`src/rtl/pc_gen_unit.sv`:
```
// Fetch-PC generator: PC register, branch/JALR target, misaligned-target trap, optional return-address stack.
// Optional feature: define PCGEN_RAS_EN to build the return-address stack.
module pc_gen_unit #(
    parameter int unsigned     XLEN         = 32,
    parameter logic [XLEN-1:0] RESET_VECTOR = '0,
    parameter int unsigned     RAS_DEPTH    = 4
) (
    input  logic            i_clk,
    input  logic            i_rst,
    input  logic            i_stall,
    input  logic [1:0]      i_pc_src,
    input  logic [XLEN-1:0] i_pc_ex,
    input  logic [XLEN-1:0] i_imm,
    input  logic [XLEN-1:0] i_rs1,
    input  logic [XLEN-1:0] i_trap_vec,
    input  logic            i_ras_push,
    input  logic            i_ras_pop,
    output logic [XLEN-1:0] o_pc,
    output logic [XLEN-1:0] o_pc_plus4,
    output logic [XLEN-1:0] o_pc_target,
    output logic            o_misalign,
    output logic [XLEN-1:0] o_bad_addr,
    output logic [XLEN-1:0] o_ras_top,
    output logic            o_ras_valid
);

    typedef enum logic [1:0] {
        SRC_SEQ  = 2'b00,
        SRC_BR   = 2'b01,
        SRC_JALR = 2'b10,
        SRC_TRAP = 2'b11
    } pc_src_e;

    logic [XLEN-1:0] r_pc;
    logic            r_misalign;
    logic [XLEN-1:0] r_bad_addr;
    logic [XLEN-1:0] w_br_target;
    logic [XLEN-1:0] w_jalr_sum;
    logic [XLEN-1:0] w_pc_next;
    logic            w_redirect;
    logic            w_misalign;
    pc_src_e         w_src;

    assign w_src       = pc_src_e'(i_pc_src);
    assign w_br_target = i_pc_ex + i_imm;
    assign w_jalr_sum  = i_rs1 + i_imm;
    assign o_pc_target = (w_src == SRC_JALR) ? {w_jalr_sum[XLEN-1:1], 1'b0} : w_br_target;
    assign o_pc_plus4  = r_pc + XLEN'(4);
    assign w_redirect  = (w_src == SRC_BR) || (w_src == SRC_JALR);
    assign w_misalign  = w_redirect && (o_pc_target[1:0] != 2'b00);

    // Next-PC priority: misaligned trap, redirect, trap, stall hold, sequential
    always_comb begin
        w_pc_next = r_pc;
        if (w_misalign) begin
            w_pc_next = i_trap_vec;
        end else if (w_redirect) begin
            w_pc_next = o_pc_target;
        end else if (w_src == SRC_TRAP) begin
            w_pc_next = i_trap_vec;
        end else if (!i_stall) begin
            w_pc_next = o_pc_plus4;
        end
    end

    always_ff @(posedge i_clk) begin
        if (i_rst) begin
            r_pc       <= RESET_VECTOR;
            r_misalign <= 1'b0;
            r_bad_addr <= '0;
        end else begin
            r_pc       <= w_pc_next;
            r_misalign <= w_misalign;
            if (w_misalign) begin
                r_bad_addr <= o_pc_target;
            end
        end
    end

    assign o_pc       = r_pc;
    assign o_misalign = r_misalign;
    assign o_bad_addr = r_bad_addr;

`ifdef PCGEN_RAS_EN
    localparam int unsigned PTR_W = (RAS_DEPTH > 1) ? $clog2(RAS_DEPTH) : 1;
    localparam int unsigned CNT_W = $clog2(RAS_DEPTH + 1);

    logic [XLEN-1:0]  r_ras [RAS_DEPTH];
    logic [PTR_W-1:0] r_ptr;
    logic [CNT_W-1:0] r_cnt;
    logic [PTR_W-1:0] w_ptr_inc;
    logic [XLEN-1:0]  w_ret_addr;
    logic             w_empty;
    logic             w_do_push;
    logic             w_do_pop;
    logic             w_do_repl;

    assign w_ptr_inc  = r_ptr + PTR_W'(1);
    assign w_ret_addr = i_pc_ex + XLEN'(4);
    assign w_empty    = (r_cnt == '0);
    // Push+pop on an empty stack degenerates to a plain push
    assign w_do_push  = i_ras_push && (!i_ras_pop || w_empty);
    assign w_do_pop   = i_ras_pop && !i_ras_push && !w_empty;
    assign w_do_repl  = i_ras_push && i_ras_pop && !w_empty;

    always_ff @(posedge i_clk) begin
        if (i_rst) begin
            r_ptr <= '0;
            r_cnt <= '0;
            for (int i = 0; i < int'(RAS_DEPTH); i++) begin
                r_ras[i] <= '0;
            end
        end else if (w_do_push) begin
            r_ras[w_ptr_inc] <= w_ret_addr;
            r_ptr            <= w_ptr_inc;
            if (r_cnt != CNT_W'(RAS_DEPTH)) begin
                r_cnt <= r_cnt + CNT_W'(1);
            end
        end else if (w_do_pop) begin
            r_ptr <= r_ptr - PTR_W'(1);
            r_cnt <= r_cnt - CNT_W'(1);
        end else if (w_do_repl) begin
            r_ras[r_ptr] <= w_ret_addr;
        end
    end

    assign o_ras_valid = !w_empty;
    assign o_ras_top   = w_empty ? '0 : r_ras[r_ptr];
`else
    logic w_unused_ras;

    assign w_unused_ras = i_ras_push ^ i_ras_pop;
    assign o_ras_top    = '0;
    assign o_ras_valid  = 1'b0;
`endif

endmodule

```
`config.mk`:
```
export PLATFORM = sky130hd
export DESIGN_NAME = pc_gen_unit
export DESIGN_NICKNAME = d
export VERILOG_FILES = /design/src/rtl/pc_gen_unit.sv
export SDC_FILE = /design/constraint.sdc
export NUM_CORES = 1
export LEC_CHECK = 0
export BUFFER_PORTS_ARGS = -buffer_cell sky130_fd_sc_hd__buf_2
export CORE_ASPECT_RATIO = 0.7
export CORE_MARGIN = 4
export CORE_UTILIZATION = 31
export DETAILED_ROUTE_END_ITERATION = 12
export GPL_TIMING_DRIVEN = 0
export MAX_ROUTING_LAYER = met4
export PLACE_DENSITY = 0.62
export SLEW_MARGIN = 20
export SYNTH_ARGS = -nofsm -noshare
export SYNTH_HDL_FRONTEND = slang
export SYNTH_SLANG_ARGS = --single-unit
```
`constraint.sdc`:
```
create_clock -name i_clk -period 3.93 [get_ports i_clk]
set_clock_uncertainty 0.1 [all_clocks]
set_input_delay 0.393 -clock i_clk [delete_from_list [all_inputs] [get_ports i_clk]]
set_output_delay 0.393 -clock i_clk [all_outputs]
set_load 0.1 [all_outputs]
```
==> results of run 1 <==
[path summary, 6_finish.rpt]
check             slack, ns              end  depth (start not counted)
setup / recovery       0.12  o_pc_target[10]                         10
setup reg to reg       0.73         o_pc[27]                          9
hold / removal         0.25          o_pc[7]                          3
hold reg to reg        0.36   o_bad_addr[31]                          2
[repair_timing]
action / in CTS / in global routing
pin swaps: 1 / 9
setup endpoints to repair: 23 / 22
hold endpoints to repair: 0 / 0
gates resized for setup: 19 / 34
setup buffers: 2 / 5
[per-stage QoR]
step	power (W)	instance area, µm²	setup WS [ns]	setup TNS, ns	hold WS, ns
after floorplan	0.00354	7720	-0.0332	-0.0472	0.474
after global placement	0.00421	9410	-0.447	-4.83	0.346
after detailed placement	0.00422	9410	-0.469	-5.53	0.350
after CTS	0.00507	9790	-0.0726	-0.0726	0.239
after global routing	0.00534	9940	-0.0117	-0.0154	0.259
final	0.00512	9940	0.118	0	0.254
[flip-flops by register name, summed over array words and instances, names as in the netlist]
register    cells
o_bad_addr     32
o_misalign      1
o_pc           32
[metal layers]
metal	up-vias	GRT usage	routed length [µm]
li1	4254	-	-
met1	4065	0.363	15800
met2	446	0.343	13500
met3	31	0.0523	3200
met4	0	0.0360	382
met5	-	-	0
[Yosys cell counts, types with 9 or more instances]
| cell | n | area [µm²] |
|---|---|---|
| ha_1 | 65 | 813 |
| o22ai_1 | 9 | 56.3 |
| nor2_1 | 122 | 458 |
| nor3_1 | 31 | 155 |
| clkbuf_1 | 38 | 143 |
| nand4_1 | 16 | 100 |
| o21ai_0 | 56 | 280 |
| o21ai_1 | 13 | 65.1 |
| nand2b_1 | 11 | 68.8 |
| mux2i_1 | 22 | 220 |
| o211ai_1 | 9 | 67.6 |
| nand3_1 | 23 | 115 |
| nor2b_1 | 12 | 75.1 |
| nand2_1 | 80 | 300 |
| xor2_1 | 26 | 228 |
| dfxtp_1 | 65 | 1300 |
| a21o_1 | 26 | 195 |
| inv_1 | 37 | 139 |
| and3_1 | 15 | 93.8 |
| xnor2_1 | 45 | 394 |
| buf_4 | 36 | 270 |
| a21oi_1 | 103 | 515 |
| a211oi_1 | 26 | 195 |
[tightest hold or removal path: cells and delay by family]
family	cells	cell delay [ns]
simple gates	2	0.14
buf+inv	1	0.11
[power groups by stage]
stage / clock [W] / sequential (W) / combinational [W]
floorplan: 0 / 0.00155 / 0.00198
global placement: 0 / 0.000887 / 0.00332
detailed placement: 0 / 0.000889 / 0.00333
CTS: 0.000815 / 0.000876 / 0.00338
global route: 0.000849 / 0.000891 / 0.00360
finish: 0.000805 / 0.000879 / 0.00344
[cells by family after synthesis]
group | count (synthesis) | synth area share
other | 1 | 0.000509
DFF | 65 | 0.177
and+or+nand+nor | 345 | 0.220
xor gates and xnor gates | 71 | 0.0844
buffers and inverters | 122 | 0.0810
adders and majority gates | 67 | 0.116
muxes | 29 | 0.0406
AOI/OAI and AO/OA | 319 | 0.281
[layout make-up]
class / instances / area (µm²) / area share
multi-input cells: 864 / 5940 / 0.597
repair buffers: 267 / 1420 / 0.142
flip-flops and latches: 65 / 1300 / 0.131
plain buffers: 84 / 459 / 0.0462
well taps: 312 / 390 / 0.0393
clock buffers: 14 / 284 / 0.0286
inverters: 38 / 143 / 0.0143
clock inverters: 2 / 10.0 / 0.00101
diodes: 1 / 2.50 / 0.000252
==> results.sh, run 1 <==
export IMPL_core_area_mm2=0.0230
export IMPL_hold_violations=0
export IMPL_power_leakage_nw=4.82
export IMPL_area_growth_pct=34.9
export IMPL_die_w_um=192
export IMPL_cp_common_cell="buf_2"
export IMPL_fmax_mhz=262
export IMPL_finalCritPeriodShare=0.970
export IMPL_io_pins=297
export IMPL_final_cell_mix="252 x buf_2, 122 x nor2_1, 100 x a21oi_1"
export IMPL_ys_ff_latch=65
export IMPL_netlist_cell_type_count=70
export IMPL_cts_sinks=65
export IMPL_grt_max_degree=11
export IMPL_syn_area_mm2=0.00737
export IMPL_groute_usage_overall=0.244
export IMPL_critPathMaxFanout=10
export IMPL_syn_inst=1019
export IMPL_drt_wirelength_per_cell_um=19.9
export IMPL_row_count=46
export IMPL_grt_pass1_wl_um=47700
export IMPL_worstHoldPathType="in2reg"
export IMPL_fin_cells=1647
export IMPL_worst_slew_pin_transition_ns=0.828
export IMPL_utilization=0.432
export IMPL_peakVddDrop_v=0.000426
export IMPL_crit_type="in2out"
export IMPL_switchingPower_w=0.00313
export IMPL_drc=0
export IMPL_drive_gt1_frac=0.295
export IMPL_drt_pass1_iter_count=5
export IMPL_run_status="finished clean"
export IMPL_vias=8796
export IMPL_cts_hold_fix_buffers=0
export IMPL_avgSynthCellArea_um2=7.23
export IMPL_crit_buf_inv=8
export IMPL_p_clk_frac=0.157
export IMPL_grt_pass1_vias=8124
export IMPL_die_y_um=137
export IMPL_dp_cells=1623
export IMPL_crit_path_max_incr_delay_ns=0.57
export IMPL_wl_um=32800
export IMPL_finalSetupViolCount=0
export IMPL_synth_edff_count=0
export IMPL_final_common_cell="buf_2"
export IMPL_tritoncts="built"
export IMPL_p_comb_frac=0.671
export IMPL_fillCellCount=2439
export IMPL_crit_family="buffers and inverters"
export IMPL_yosys_most_used_dff="dfxtp_1"
export IMPL_worstSetupStartpoint="i_pc_src[0]"
export IMPL_cts_root_buf="clkbuf_16"
export IMPL_fin_nets=1531
export IMPL_regToRegStartpoint="o_pc[8]"
export IMPL_ctsLongestPathBuffers=2
export IMPL_power_density_mw_per_mm2=515
export IMPL_endpoint_kind="output pin"
export IMPL_ys_seq_area_frac=0.177
export IMPL_startpoint_type="input pin"
export IMPL_drt_iter0_drc=740
export IMPL_die_area_mm2=0.0263
export IMPL_gp_congestion=0.969
export IMPL_relSlewSlack=0.444
export IMPL_htree_levels=3
export IMPL_clk_latency_ns=0.35
export IMPL_hold_path_startpoint="i_trap_vec[7]"
export IMPL_overflow=0
export IMPL_layout_min_cycle_time_ns=3.81
export IMPL_slew_viol_final=0
export IMPL_ant_nets=0
export IMPL_cp_data_arrival_time_ns=3.32
export IMPL_crit_required_ns=3.44
export IMPL_p_sw_frac=0.611
export IMPL_drt_vias_per_instance=5.34
export IMPL_yosys_warnings=0
export IMPL_hpwl_um=27200
export IMPL_clk_pin_slew_worst_paths_ns=0.06
export IMPL_cts_buffers=9
export IMPL_rsz0062_at_grt="yes"
export IMPL_async_reset_ff_frac=0
export IMPL_crit_chain="buf_2, inv_1, ha_1, buf_2, clkinv_1, clkbuf_2, buf_2, o221ai_1, inv_1, buf_2"
export IMPL_maxCapViolCount=0
export IMPL_antenna_found_initial=0
export IMPL_start_util=0.320
export IMPL_seq_power_share=0.172
export IMPL_port_buffers=260
export IMPL_internal_power_w=0.00199
export IMPL_slowest_stage="o221ai_1"
(Power assumes the default switching activity.)
==> run 2, diff against run 1 <==
PLACE_DENSITY = 0.58   (was 0.62)
==> run 2 against run 1 <==
Compared with the run above:
- fmax shrank 1.8%
- worst hold slack gained 0.0021 ns
- global-route usage is 0.090 points higher
- cell area shrank 0.19%
==> results.sh, run 2 (synthesized netlist as in run 1, its figures left out) <==
export IMPL_run_status="finished clean"
export IMPL_area_growth_pct=34.7
export IMPL_hold_violations=0
export IMPL_dpl_cell_area_mm2=0.00941
export IMPL_hpwl_um=27100
export IMPL_drt_wirelength_per_cell_um=20.1
export IMPL_finalSetupViolCount=0
export IMPL_final_cell_mix="251 x buf_2, 121 x nor2_1, 99 x a21oi_1"
export IMPL_row_count=46
export IMPL_start_util=0.320
export IMPL_worst_slew_pin_transition_ns=0.841
export IMPL_cts_root_buf="clkbuf_16"
export IMPL_regToRegStartpoint="o_pc[8]"
export IMPL_cp_data_arrival_time_ns=3.39
export IMPL_endpoint_kind="output pin"
export IMPL_final_common_cell="buf_2"
export IMPL_maxCapViolCount=0
export IMPL_power_density_mw_per_mm2=513
export IMPL_crit_required_ns=3.44
export IMPL_power_leakage_nw=4.80
export IMPL_final_area_mm2=0.00992
export IMPL_groute_usage_overall=0.245
export IMPL_startpoint_type="input pin"
export IMPL_place_worst_setup_slack_ns=-0.492
export IMPL_cts_sinks=65
export IMPL_drt_iter0_drc=715
export IMPL_antenna_found_initial=2
export IMPL_crit_type="in2out"
export IMPL_hold_path_startpoint="i_trap_vec[5]"
export IMPL_fin_nets=1531
export IMPL_overflow=0
export IMPL_htree_levels=3
export IMPL_vias=8896
export IMPL_gp_congestion=0.993
export IMPL_clk_pin_slew_worst_paths_ns=0.06
export IMPL_rrSetupSlack_ns=0.81
export IMPL_cts_buffers=9
export IMPL_grt_max_degree=11
export IMPL_hold_end="o_pc[5]"
export IMPL_slew_viol_final=0
export IMPL_hold_path_depth=3
export IMPL_tritoncts="built"
export IMPL_r2r_cells=9
export IMPL_peakVddDrop_v=0.000356
export IMPL_layout_min_cycle_time_ns=3.88
export IMPL_drt_vias_per_instance=5.40
export IMPL_fmax_mhz=258
export IMPL_finalCritPeriodShare=0.987
export IMPL_rsz0062_at_grt="yes"
export IMPL_drt_pass1_iter_count=5
export IMPL_ant_nets=0
export IMPL_grt_pass1_vias=8312
export IMPL_die_area_mm2=0.0263
export IMPL_critPathMaxFanout=3
export IMPL_worstHoldPathType="in2reg"
export IMPL_r2r_end="o_pc[27]"
export IMPL_ctsLongestPathBuffers=2
export IMPL_relSlewSlack=0.436
export IMPL_drc=0
export IMPL_fin_tns_setup_ns=0
export IMPL_core_area_mm2=0.0230
export IMPL_worst_slack_ns=0.0498
export IMPL_dp_cells=1623
export IMPL_io_pins=297
export IMPL_cts_hold_fix_buffers=0
export IMPL_grt_pass1_wl_um=48300
export IMPL_wl_um=33100
export IMPL_drive_gt1_frac=0.294
export IMPL_clk_latency_ns=0.34
export IMPL_die_w_um=192
export IMPL_die_y_um=137
export IMPL_port_buffers=260
export IMPL_fin_cells=1648
[run 2: layout make-up]
cell class	instances	area (µm²)
flip-flops and latches	65	1300
well taps	312	390
diodes	2	5.00
multi-input cells	864	5940
fillers	2447	13100
repair buffers	267	1410
plain buffers	84	459
inverters	38	143
clock inverters	3	15.0
clock buffers	13	260
[run 2: metrics by stage]
step	power (W)	util	hold WS, ns
finish	0.00509	0.431	0.256
global route	0.00530	0.431	0.257
CTS	0.00503	0.424	0.242
detailed placement	0.00423	0.409	0.357
global placement	0.00422	0.409	0.346
floorplan	0.00354	-	0.474
[run 2: worst max-delay path by stage]
| stage | start | endpoint | slack, ns | cells past startpoint |
|---|---|---|---|---|
| after floorplan | o_pc[8] | o_pc[26] | -0.03 | 10 |
| after global placement | i_imm[0] | o_pc_target[28] | -0.49 | 15 |
| after detailed placement | i_imm[0] | o_pc_target[28] | -0.49 | 15 |
| after CTS | i_imm[0] | o_pc_target[28] | -0.16 | 15 |
| after global routing | i_imm[0] | o_pc_target[24] | -0.07 | 14 |
| final | i_imm[0] | o_pc_target[24] | 0.05 | 14 |
[run 2: where the power goes]
part           switching (W)  total [W]  internal, W
Sequential          0.000122   0.000880     0.000758
Combinational        0.00271    0.00345     0.000741
Clock               0.000302   0.000761     0.000459
Total                0.00313    0.00509      0.00196
[run 2: repair_timing]
| item | in CTS | in global routing |
|---|---|---|
| pin swaps | 1 | 7 |
| buffers inserted | 2 | 5 |
| setup endpoints to repair | 21 | 17 |
| gates resized for setup | 16 | 36 |
| hold endpoints to repair | 0 | 0 |
[run 2: per-layer routing]
metal / part of all wire / global-route usage
met5: 0 / -
met4: 0.014 / 0.0483
met3: 0.098 / 0.0576
met2: 0.41 / 0.335
met1: 0.48 / 0.363
[run 2: worst max-delay path, stage by stage]
cell and delay, ns:
buf_2 0.10, ha_2 0.21, inv_1 0.06, fa_1 0.39, nand2b_1 0.19, a21oi_2 0.23
o211ai_1 0.16, a31o_2 0.29, a311oi_4 0.39, o221ai_2 0.18, o21ai_2 0.20, xnor2_2 0.10
o21ai_2 0.27, buf_12 0.21
